[src/rtl/ssd_marquee_scan_if.sv]
// Bundles the marquee scanner's load/enable inputs and display-side outputs.
// The master drives the codes and strobes; the slave is the scanner itself.
interface ssd_marquee_scan_if;
  logic       en;
  logic       load;
  logic [3:0] in3;
  logic [3:0] in2;
  logic [3:0] in1;
  logic [3:0] in0;
  logic [3:0] an;
  logic [6:0] seg;
  logic       load_pending;
  logic       frame_tick;

  modport master (
    output en, load, in3, in2, in1, in0,
    input  an, seg, load_pending, frame_tick
  );

  modport slave (
    input  en, load, in3, in2, in1, in0,
    output an, seg, load_pending, frame_tick
  );
endinterface

[src/rtl/ssd_marquee_scan.sv]
// Four-digit common-anode seven-segment scanner for the marquee character stream.
// Shadowed codes are committed only at frame boundaries so a scan never tears.
module ssd_marquee_scan #(
  parameter int unsigned SCAN_CNT_MAX = 100000,
  parameter int unsigned BLANK_CYCLES = 1000,
  parameter int unsigned CNT_W        = 17
) (
  input logic               clk,
  input logic               rst_n,
  ssd_marquee_scan_if.slave bus
);

  localparam logic [CNT_W-1:0] CntLast  = CNT_W'(SCAN_CNT_MAX - 1);
  localparam logic [CNT_W-1:0] CntBlank = CNT_W'(BLANK_CYCLES);
  localparam logic [3:0]       CodeBlank = 4'b1000;
  localparam logic [6:0]       SegOff    = 7'b1111111;

  function automatic logic [6:0] decode(input logic [3:0] code);
    logic [6:0] s;
    s = SegOff;
    unique case (code)
      4'h0:    s = 7'b0000110;  // E
      4'h1:    s = 7'b0001001;  // H
      4'h2:    s = 7'b0101011;  // n
      4'h3:    s = 7'b0000111;  // t
      4'h4:    s = 7'b1000001;  // U
      4'h5:    s = 7'b1000110;  // C
      4'h6:    s = 7'b0010010;  // S
      4'h7:    s = 7'b0111111;  // dash
      default: s = SegOff;
    endcase
    return s;
  endfunction

  logic [CNT_W-1:0] cnt_q, cnt_d;
  logic [1:0]       idx_q, idx_d;
  logic [3:0][3:0]  shadow_q, shadow_d;
  logic [3:0][3:0]  active_q, active_d;
  logic             pending_q, pending_d;
  logic             boundary_q, boundary_d;
  logic [3:0]       an_q, an_d;
  logic [6:0]       seg_q, seg_d;
  logic             tick_q, tick_d;

  logic [3:0][3:0]  in_codes;
  logic             wrap;
  logic             boundary;

  always_comb begin
    in_codes = {bus.in3, bus.in2, bus.in1, bus.in0};
    wrap     = (cnt_q == CntLast);
    boundary = bus.en && wrap && (idx_q == 2'd0);

    cnt_d      = cnt_q;
    idx_d      = idx_q;
    shadow_d   = shadow_q;
    active_d   = active_q;
    pending_d  = pending_q;
    boundary_d = boundary;
    an_d       = 4'hf;
    seg_d      = SegOff;
    tick_d     = 1'b0;

    if (bus.en) begin
      if (wrap) begin
        cnt_d = '0;
        idx_d = idx_q - 2'd1;  // 0 wraps back to 3
      end else begin
        cnt_d = cnt_q + 1'b1;
      end
    end else begin
      cnt_d = '0;
      idx_d = 2'd3;
    end

    if (bus.load) begin
      shadow_d  = in_codes;
      pending_d = 1'b1;
    end

    if (boundary) begin
      // A load landing on the boundary goes straight to the display.
      if (bus.load) begin
        active_d  = in_codes;
        pending_d = 1'b0;
      end else if (pending_q) begin
        active_d  = shadow_q;
        pending_d = 1'b0;
      end
    end else if (!bus.en && pending_q) begin
      // Display is dark, so committing immediately cannot tear.
      active_d  = shadow_q;
      pending_d = bus.load;
    end

    if (bus.en) begin
      an_d   = (cnt_q < CntBlank) ? 4'hf : ~(4'b0001 << idx_q);
      seg_d  = decode(active_q[idx_q]);
      tick_d = boundary_q;
    end
  end

  always_ff @(posedge clk or negedge rst_n) begin
    if (!rst_n) begin
      cnt_q      <= '0;
      idx_q      <= 2'd3;
      shadow_q   <= {4{CodeBlank}};
      active_q   <= {4{CodeBlank}};
      pending_q  <= 1'b0;
      boundary_q <= 1'b0;
      an_q       <= 4'hf;
      seg_q      <= SegOff;
      tick_q     <= 1'b0;
    end else begin
      cnt_q      <= cnt_d;
      idx_q      <= idx_d;
      shadow_q   <= shadow_d;
      active_q   <= active_d;
      pending_q  <= pending_d;
      boundary_q <= boundary_d;
      an_q       <= an_d;
      seg_q      <= seg_d;
      tick_q     <= tick_d;
    end
  end

  assign bus.an           = an_q;
  assign bus.seg          = seg_q;
  assign bus.load_pending = pending_q;
  assign bus.frame_tick   = tick_q;

endmodule

[src/flat_wrapper.sv]
// flat-port wrapper written by rule: the top's interface ports become plain ports
module ssd_marquee_scan_flat 
#(
  parameter int unsigned SCAN_CNT_MAX = 100000,
  parameter int unsigned BLANK_CYCLES = 1000,
  parameter int unsigned CNT_W        = 17
)
  (clk, rst_n, bus_en, bus_load, bus_in3, bus_in2, bus_in1, bus_in0, bus_an, bus_seg, bus_load_pending, bus_frame_tick);
  ssd_marquee_scan_if bus_i ();
  input logic clk;
  input logic rst_n;
  input wire logic [$bits(bus_i.en)-1:0] bus_en;
  input wire logic [$bits(bus_i.load)-1:0] bus_load;
  input wire logic [$bits(bus_i.in3)-1:0] bus_in3;
  input wire logic [$bits(bus_i.in2)-1:0] bus_in2;
  input wire logic [$bits(bus_i.in1)-1:0] bus_in1;
  input wire logic [$bits(bus_i.in0)-1:0] bus_in0;
  output wire logic [$bits(bus_i.an)-1:0] bus_an;
  output wire logic [$bits(bus_i.seg)-1:0] bus_seg;
  output wire logic [$bits(bus_i.load_pending)-1:0] bus_load_pending;
  output wire logic [$bits(bus_i.frame_tick)-1:0] bus_frame_tick;
  assign bus_i.en = bus_en;
  assign bus_i.load = bus_load;
  assign bus_i.in3 = bus_in3;
  assign bus_i.in2 = bus_in2;
  assign bus_i.in1 = bus_in1;
  assign bus_i.in0 = bus_in0;
  assign bus_an = bus_i.an;
  assign bus_seg = bus_i.seg;
  assign bus_load_pending = bus_i.load_pending;
  assign bus_frame_tick = bus_i.frame_tick;
  ssd_marquee_scan #(.SCAN_CNT_MAX(SCAN_CNT_MAX), .BLANK_CYCLES(BLANK_CYCLES), .CNT_W(CNT_W)) u_core (.clk(clk), .rst_n(rst_n), .bus(bus_i));
endmodule
[config.mk]
export PLATFORM = sky130hd
export DESIGN_NAME = ssd_marquee_scan_flat
export DESIGN_NICKNAME = d
export VERILOG_FILES = /design/src/rtl/ssd_marquee_scan_if.sv /design/src/rtl/ssd_marquee_scan.sv /design/src/flat_wrapper.sv
export SDC_FILE = /design/constraint.sdc
export NUM_CORES = 1
export LEC_CHECK = 0
export CORE_MARGIN = 2
export CORE_UTILIZATION = 35
export DETAILED_ROUTE_END_ITERATION = 12
export GPL_TIMING_DRIVEN = 0
export HOLD_SLACK_MARGIN = 0.15
export PLACE_DENSITY_LB_ADDON = 0.25
export SETUP_SLACK_MARGIN = 0.05
export SYNTH_ARGS = -nofsm -noshare
export SYNTH_HDL_FRONTEND = slang
export SYNTH_SLANG_ARGS = --single-unit
[constraint.sdc]
create_clock -name clk -period 2.3 [get_ports clk]
set_clock_uncertainty 0.05 [all_clocks]
set_input_delay 0.575 -clock clk [delete_from_list [all_inputs] [get_ports clk]]
set_output_delay 0.575 -clock clk [all_outputs]
set_load 0.005 [all_outputs]
# Yosys cells after proc, flatten, opt, wreduce, memory -nomap -nowiden
# Memories as Yosys holds them, arrays and structs flattened.
# Cells that the tools add are included.
[op_classes]
add_sub_neg = 2
magnitude_cmp = 2
eq_ne = 3
n_shift = 1
muxes = 20
bitwise = 1
reduce_logical = 7
[op_table]
columns = ["operator", "count"]
rows = [
  ["$mux 16", 4],
  ["$mux 17", 2],
  ["$add 17x1->17 const B", 1],
  ["$eq 17x17->1 const B", 1],
  ["$lt 17x10->1 const B", 1],
  ["$mux 7", 2],
  ["$mux 4", 3],
  ["$bmux 4 s2", 1],
  ["$mux 1", 6],
  ["$mux 2", 2],
  ["$not 4->4", 1],
  ["$shl 1x2->4 const A", 1],
  ["$logic_and 1x1->1", 3],
  ["$lt 2x3->1 const B", 1],
  ["$ne 3x2->1 const B", 1],
  ["$logic_not 2->1", 1],
  ["$ne 2x1->1 const B", 1],
  ["$reduce_and 2->1", 1],
  ["$reduce_bool 2->1", 1],
  ["$sub 2x1->2 const B", 1],
  ["$logic_not 1->1", 1],
]
[word_totals]
register_bits = 65
mem_bits_ro = 56
input_bits = 20
out_inout_bits = 13
wordCells = 52
n_memories = 1
[memory_table]
columns = ["memory", "words", "word_bits", "read_ports", "rd_ports_with_merged_regs", "write_ports", "line", "text"]
rows = [
  ["(no name shown)", 8, 7, 1, 0, 0, "ssd_marquee_scan.sv:21", "unique case (code)"],
]

# Depth between registers and ports, before layout
# Gate-level depths: netlist (run 1).
[depth]
ltp_word = 5
ltp_mapped = 8

# Worst setup path after synthesis (run 1)
# No wires, ideal clock.
[synth_timing]
path_type = "register -> register"
from = "register u_core.idx_q[0]"
to = "register u_core.seg_q[0], in the netlist u_core.bus.seg[0]"
t_arrival_ns = 1.912
t_required_ns = 2.190
setup_slack_ns = 0.277
path_stages_with_launch = 7
path_buffers = 1
period_less_slack_ns = 2.023
cell_sequence = "dfstp_2 -> buf_6 -> mux4_1 -> inv_1 -> ha_1 -> mux2_2 -> nand2_1"
[synth_via]
elab_chain_cells = 5
[synth_lines]
columns = ["element", "line", "text"]
rows = [
  ["start, declared", "ssd_marquee_scan.sv:36", "logic [1:0] idx_q, idx_d;"],
  ["start signal, assigned", "ssd_marquee_scan.sv:116", "idx_q <= idx_d;"],
  ["$bmux 4 s2 *", "ssd_marquee_scan.sv:98", "seg_d = decode(active_q[idx_q]);"],
  ["$mux 4 (not written as such) *", "ssd_marquee_scan.sv:98", ""],
  ["$mem_v2 8x7", "-", ""],
  ["$mux 7 *", "ssd_marquee_scan.sv:21", ""],
  ["$mux 7 *", "ssd_marquee_scan.sv:96", "if (bus.en) begin"],
  ["net u_core.seg_d[0]", "ssd_marquee_scan.sv:42", "logic [6:0] seg_q, seg_d;"],
  ["end signal, assigned", "ssd_marquee_scan.sv:112", "seg_q <= SegOff;"],
  ["end signal, assigned", "ssd_marquee_scan.sv:122", "seg_q <= seg_d;"],
  ["end, declared", "ssd_marquee_scan.sv:42", ""],
]
# The timed path passes the listed nets; every way through them passes the cells marked *. The select of a mux whose other input is x is not followed.
# A chain may end at the register's enable or synchronous reset.

# Worst setup path after layout (run 1)
# Ends and elaborated chain as after synthesis.

==> impl_metrics.ini, run 1 <==
[timing]
final-hold-violation-count = 0
rsz0062_at_grt = no
fin_crit_sh = 0.898
finalSetupViolCount = 0
slew_headroom = 0.466
actual_slew_at_the_worst_max_slew_pin_ps = 802
total_neg_setup_slack_ps = 0
timing.final.max_slew_violations = 0
final_critical_path_setup_slack_ps = 234
finalWorstPathRequiredPeriod_ps = 2070
fmaxAchievable_mhz = 484

[floorplanning]
dieWidth_um = 98.0
initial_utilization = 0.358
die_area_mm2 = 0.00960
core.rowCount = 34
die_height_um = 98.0
num_io_pins = 33
floorplan.core_area_mm2 = 0.00864

[synthesis]
asyncSetResetFlopFracSynth = 1.00
synth.distinct_cells = 34
synth_fp_nets = 307
synth_ff_type = dfrtp_1
ys_top_cells_by_area = dfrtp_1 (36%), dfstp_2 (18%), mux2_2 (6.6%)
ys.warnings.count = 0
synth.cell_area_mm2 = 0.00309
synth_top_area_share = 0.356
yosys-top-cells-count = dfrtp_1 (44), nor2_1 (37), dfstp_2 (21)
yosysMostFrequentCell = dfrtp_1
synthesis.instances = 278
synth-seq-area-share = 0.534
syn-mean-instance-area_um2 = 11.1
synth.largest_area_cell = dfrtp_1
synth-edff-count = 0
flop_and_latch_count_out_of_synthesis = 65

[layout]
sequential_cell_area_mm2 = 0.00165
fillers = 839
drive_above_1_share = 0.222
multi_input_comb_area_mm2 = 0.00132
finish.instance_area_mm2 = 0.00370
layout-area-overhead-vs-synth_pct = 19.7
finalNetCount = 349
antenna_diode_count = 0

[pwr]
combinationalPowerShare = 0.123
internal_power_consumption_w = 0.00184
seq_power_share = 0.532
power.switching_fraction = 0.253
vdd_drop_max_uv = 300
power.static_leakage_nw = 1.46
p_sw_w = 0.000624
power.clock.fraction = 0.345
power.density_cell_area_mw_per_mm2 = 665

[clock_tree]
cts.reportedPaths.clkPinSlew_ps = 80
ctsHoldBuffers = 0
clock_latency_ps = 350
cts_inserted_buffers = 9
root_buffer = clkbuf_8
tritoncts = done
max-clock-path-buffers = 2
cts-htree-levels = 3
clock_sinks = 65

[route]
firstDrtPassIters = 4
drt_iter0_markers = 68
final_antenna_net_count = 0
route.vias.total = 2097
remaining_drc_errors = 0
wl_per_cell_um = 13.8
total_routed_length_um = 5980
route.detailed.vias_per_inst = 4.84

[grt]
first_pass_grt_wire_length_um = 10500
globalRouteTotalUtil = 0.138
grt_start_max_net_pins = 66
overflow = 0
grt_antenna_before_repair = 0
grt_pass1_vias = 2177

[min_path]
timing.hold.worst.class = input pin to asynchronous set/reset pin

[critical_path]
cp-start-kind = register
worstSetupEndpointType = register
worstPathArrival_ps = 2290
setup.worst_path.class = register to register
data_required_time_of_the_critical_path_ps = 2520
critical_path.max_fanout = 5

[placed_design]
postPlaceCellArea_mm2 = 0.00354
gpl.final_weighted_congestion = 0.850
portBuffers = 31
place.detailed.hpwl_um = 4190
detailedPlace.worstSlack_ps = -99.5

[run]
max_cap_viol_count = 0

[run_status]
run_status = finished, final reports clean
-- logic make-up after synthesis --
kind of cell | synth area share
buf+inv | 0.0364
simple gates | 0.170
flops | 0.534
fa+ha+maj | 0.0364
compound gates | 0.0809
mux | 0.0971
xor+xnor | 0.0453
-- layer usage --
layer	up-vias	GRT usage	wire length [um]
met1	1007	0.176	2840
met4	0	0.0374	75
met5	-	0	0
met2	36	0.219	2830
li1	1046	-	-
met3	8	0.0530	245
-- sequential cells by signal (all words and copies together), names as in the netlist --
signal                   flops
u_core.cnt_q                17
u_core.active_q             16
u_core.shadow_q             16
u_core.bus.seg               7
u_core.bus.an                4
u_core.idx_q                 2
u_core.boundary_q            1
u_core.bus.frame_tick        1
u_core.bus.load_pending      1
-- worst max-delay path, stage by stage, from the launching register on --
cell and delay, ps:
dfstp_2 550, buf_6 130, mux4_2 560, inv_1 110
ha_1 260, mux2_2 270, nand2_1 70
-- repair_timing --
| action | CTS | global route |
|---|---|---|
| buffers inserted | 0 | 0 |
| endpoints found under the setup margin | 0 | 1 |
| resized for setup | 0 | 2 |
-- cell type report --
type	instances	area share
Multi-Input combinational cell	191	0.357
Sequential cell	65	0.446
Clock inverter	5	0.00879
Inverter	8	0.00811
Buffer	14	0.0223
Clock buffer	11	0.0382
Timing Repair Buffer	31	0.0831
Tap cell	108	0.0365
-- power groups by stage --
stage / sequential, W / clock (W) / combinational [W]
floorplan: 0.00131 / 0 / 0.000189
global placement: 0.00133 / 0 / 0.000301
detailed placement: 0.00133 / 0 / 0.000307
CTS: 0.00131 / 0.000878 / 0.000308
global route: 0.00132 / 0.000941 / 0.000342
finish: 0.00131 / 0.000848 / 0.000303
-- final timing paths --
kind	startpoint	endpoint	slack [ps]	cells after the start
min in group clk	u_core.boundary_q$_DFF_PN0_	u_core.bus.frame_tick$_DFF_PN0_	410	1
worst max-delay path	u_core.idx_q[0]$_DFFE_PN1P_	u_core.bus.seg[0]$_DFF_PN1_	230	6
worst max register to register	u_core.idx_q[0]$_DFFE_PN1P_	u_core.bus.seg[0]$_DFF_PN1_	230	6
worst min register to register	u_core.boundary_q$_DFF_PN0_	u_core.bus.frame_tick$_DFF_PN0_	410	1
max in group asynchronous	rst_n	u_core.shadow_q[13]$_DFFE_PN0P_	1400	1
worst min-delay path	rst_n	u_core.bus.frame_tick$_DFF_PN0_	270	1
-- placed cells by master (no fill, tap or decap), drive strengths merged --
cell type / n
nand2b: 18
mux4: 4
o311ai: 1
buf: 11
xnor2: 13
a21boi: 1
a21oi: 17
clkbuf: 15
dfrtp: 44
xor2: 3
o211ai: 2
nor2: 37
nor2b: 1
mux2: 18
and2: 2
o211a: 1
nand4: 6
nand3: 6
dfstp: 21
and4: 2
nor3: 4
ha: 9
inv: 8
clkdlybuf4s50: 30
nor4: 7
and2b: 1
nand2: 16
nor4b: 1
o21ai: 4
clkinv: 2
o22ai: 16
clkinvlp: 3
and3: 1
-- metrics by stage --
step           utilization  hold slack, ps  cells  total power, W
2_1_floorplan            -             229    278         0.00150
3_3_place_gp         0.410             394    417         0.00163
3_5_place_dp         0.409             412    417         0.00164
4_1_cts              0.430             306    433         0.00250
5_1_grt              0.429             327    433         0.00261
6_report             0.429             266    433         0.00246
Note: power is estimated with default switching activity, not from simulation.
==> run 2, diff against run 1 <==
DONT_BUFFER_PORTS = 1   (was unset)
GPL_TIMING_DRIVEN = unset   (was 0)
==> run 2 against run 1 <==
  * Total power rose by 1.0%
  * Utilization fell by 3.4 points
  * Final cell count is 8.8% lower
  * Hold slack lost 44 ps
  * Combinational power is 21% lower
  * Register-to-register slack got worse by 60 ps
  * Clock power rose by 10%
  * Critical path depth down 1
  * Setup slack worse by 64 ps
  * Sequential share of layout area up 3.9 points
  * Largest power group unchanged
==> impl_metrics.ini, run 2 (same netlist as run 1, synthesis figures left out) <==
[floorplanning]
core.rowCount = 34
initial_utilization = 0.358
die_area_mm2 = 0.00960
num_io_pins = 33
dieWidth_um = 98.0
floorplan.core_area_mm2 = 0.00864
die_height_um = 98.0

[critical_path]
critical-path-top-delay-family = multiplexers
setup.worst_path.class = register to register
critPathSlowestCell = mux4_1
worst_path_largest_cell_delay_ps = 660
cp_cell_sequence = mux4_1 > inv_1 > ha_1 > mux2_2 > nand2_1
cp-start-kind = register
critical_path.max_fanout = 7
data_required_time_of_the_critical_path_ps = 2530
cp.buffers_inverters = 1
worstSetupEndpointType = register
worstPathArrival_ps = 2360

[placed_design]
portBuffers = 0
place_inst = 377
gpl.final_weighted_congestion = 0.837
postPlaceCellArea_mm2 = 0.00318
place.detailed.hpwl_um = 4080

[timing]
finalSetupViolCount = 0
rsz0062_at_grt = no
fmaxAchievable_mhz = 469
fin_crit_sh = 0.926
timing.final.max_slew_violations = 0
final-hold-violation-count = 0
finalWorstPathRequiredPeriod_ps = 2130
timing.hold.ws_ps = 221
actual_slew_at_the_worst_max_slew_pin_ps = 661
slew_headroom = 0.559
total_neg_setup_slack_ps = 0

[pwr]
power.switching_fraction = 0.245
seq_power_share = 0.528
p_sw_w = 0.000610
internal_power_consumption_w = 0.00188
power.clock.fraction = 0.375
power.density_cell_area_mw_per_mm2 = 731
vdd_drop_max_uv = 385
power.static_leakage_nw = 1.35
combinationalPowerShare = 0.096

[clock_tree]
max-clock-path-buffers = 2
tritoncts = done
clock_sinks = 65
cts_inserted_buffers = 9
cts_post_setup_buffers_inserted = 0
cts-htree-levels = 3
clock_latency_ps = 350
root_buffer = clkbuf_8
cts.reportedPaths.clkPinSlew_ps = 70

[route]
drt_iter0_markers = 73
final_antenna_net_count = 0
firstDrtPassIters = 4
route.detailed.vias_per_inst = 5.06
remaining_drc_errors = 0
total_routed_length_um = 6020
wl_per_cell_um = 15.2
route.vias.total = 2000

[layout]
top_regs = u_core.cnt_q (17), u_core.active_q (16), u_core.shadow_q (16)
mostFrequentLayoutCell = dfrtp_1
most-common-layout-cells = dfrtp_1 (44), nor2_1 (37), dfstp_2 (21)
finalNetCount = 311
drive_above_1_share = 0.230
fin_cells = 395
antenna_diode_count = 0
fillers = 852
max_flop_register = u_core.cnt_q
max_ffs_per_register = 17
layout-area-overhead-vs-synth_pct = 10.1
finish.instance_area_mm2 = 0.00340
finalCoreUtilization = 0.394

[grt]
grt_antenna_before_repair = 0
grt_start_max_net_pins = 66
globalRouteTotalUtil = 0.143
first_pass_grt_wire_length_um = 10800
overflow = 0
grt_pass1_vias = 2158

[min_path]
timing.hold.worst.class = input pin to register

[run_status]
run_status = finished, final reports clean

[run]
max_cap_viol_count = 0
[run 2: cell count changes in the layout (fill, tap and decap cells not counted), sizes merged, moves of 2 or more]
cell	delta
buf	-5
clkdlybuf4s50	-30
clkinvlp	-2
clkbuf	-4
[run 2: metrics by stage]
stage	power (W)	worst slack [ps]
after global routing	0.00262	84.9
after CTS	0.00253	157
after detailed placement	0.00155	174
final	0.00249	169
after global placement	0.00154	257
after floorplan	0.00150	277
[run 2: timing repair]
item / 4_1_cts / 5_1_grt
setup endpoints to repair: 0 / 1
hold endpoints to repair: 65 / 0
hold buffers: 2 / 0
resized for setup: 0 / 1
[run 2: routing by layer]
metal  track usage  up-vias  part of all wire
met5             0        -                 0
met4        0.0652        0             0.020
met3        0.0458        9             0.040
met2         0.217       43              0.45
met1         0.188      979              0.49
li1              -      969                 -
[run 2: power by group through the flow]
| stage | sequential, W | combinational [W] | clock, W |
|---|---|---|---|
| 2_1_floorplan | 0.00131 | 0.000189 | 0 |
| 3_3_place_gp | 0.00134 | 0.000207 | 0 |
| 3_5_place_dp | 0.00134 | 0.000213 | 0 |
| 4_1_cts | 0.00132 | 0.000245 | 0.000968 |
| 5_1_grt | 0.00133 | 0.000276 | 0.00102 |
| 6_report | 0.00131 | 0.000240 | 0.000933 |
[run 2: final timing paths]
path                       cells past startpoint                        start  slack (ps)                              end
min in group asynchronous                      2                        rst_n         730        u_core.cnt_q[6]$_DFF_PN0_
hold / removal                                 1                       bus_en         220      u_core.idx_q[0]$_DFFE_PN1P_
hold reg to reg                                1  u_core.boundary_q$_DFF_PN0_         450  u_core.bus.frame_tick$_DFF_PN0_
max in group asynchronous                      2                        rst_n        1160  u_core.active_q[15]$_DFFE_PN1P_
setup reg to reg                               5  u_core.idx_q[0]$_DFFE_PN1P_         170      u_core.bus.seg[0]$_DFF_PN1_
setup / recovery                               5  u_core.idx_q[0]$_DFFE_PN1P_         170      u_core.bus.seg[0]$_DFF_PN1_
[run 2: layout make-up]
cell class                 count  area, um2  area share
sequential                    65       1650       0.485
multi-input combinational    191       1320       0.389
tap                          108        135      0.0397
clock buffer                  11        131      0.0386
timing repair buffer           7       75.1      0.0221
clock inverter                 5       56.3      0.0165
inverter                       8       30.0     0.00882
==> run 3, diff against run 2 <==
TNS_END_PERCENT = 10   (was unset)
==> results of run 3 <==
The final DEF is identical to that of run 2; final timing and power are the same.
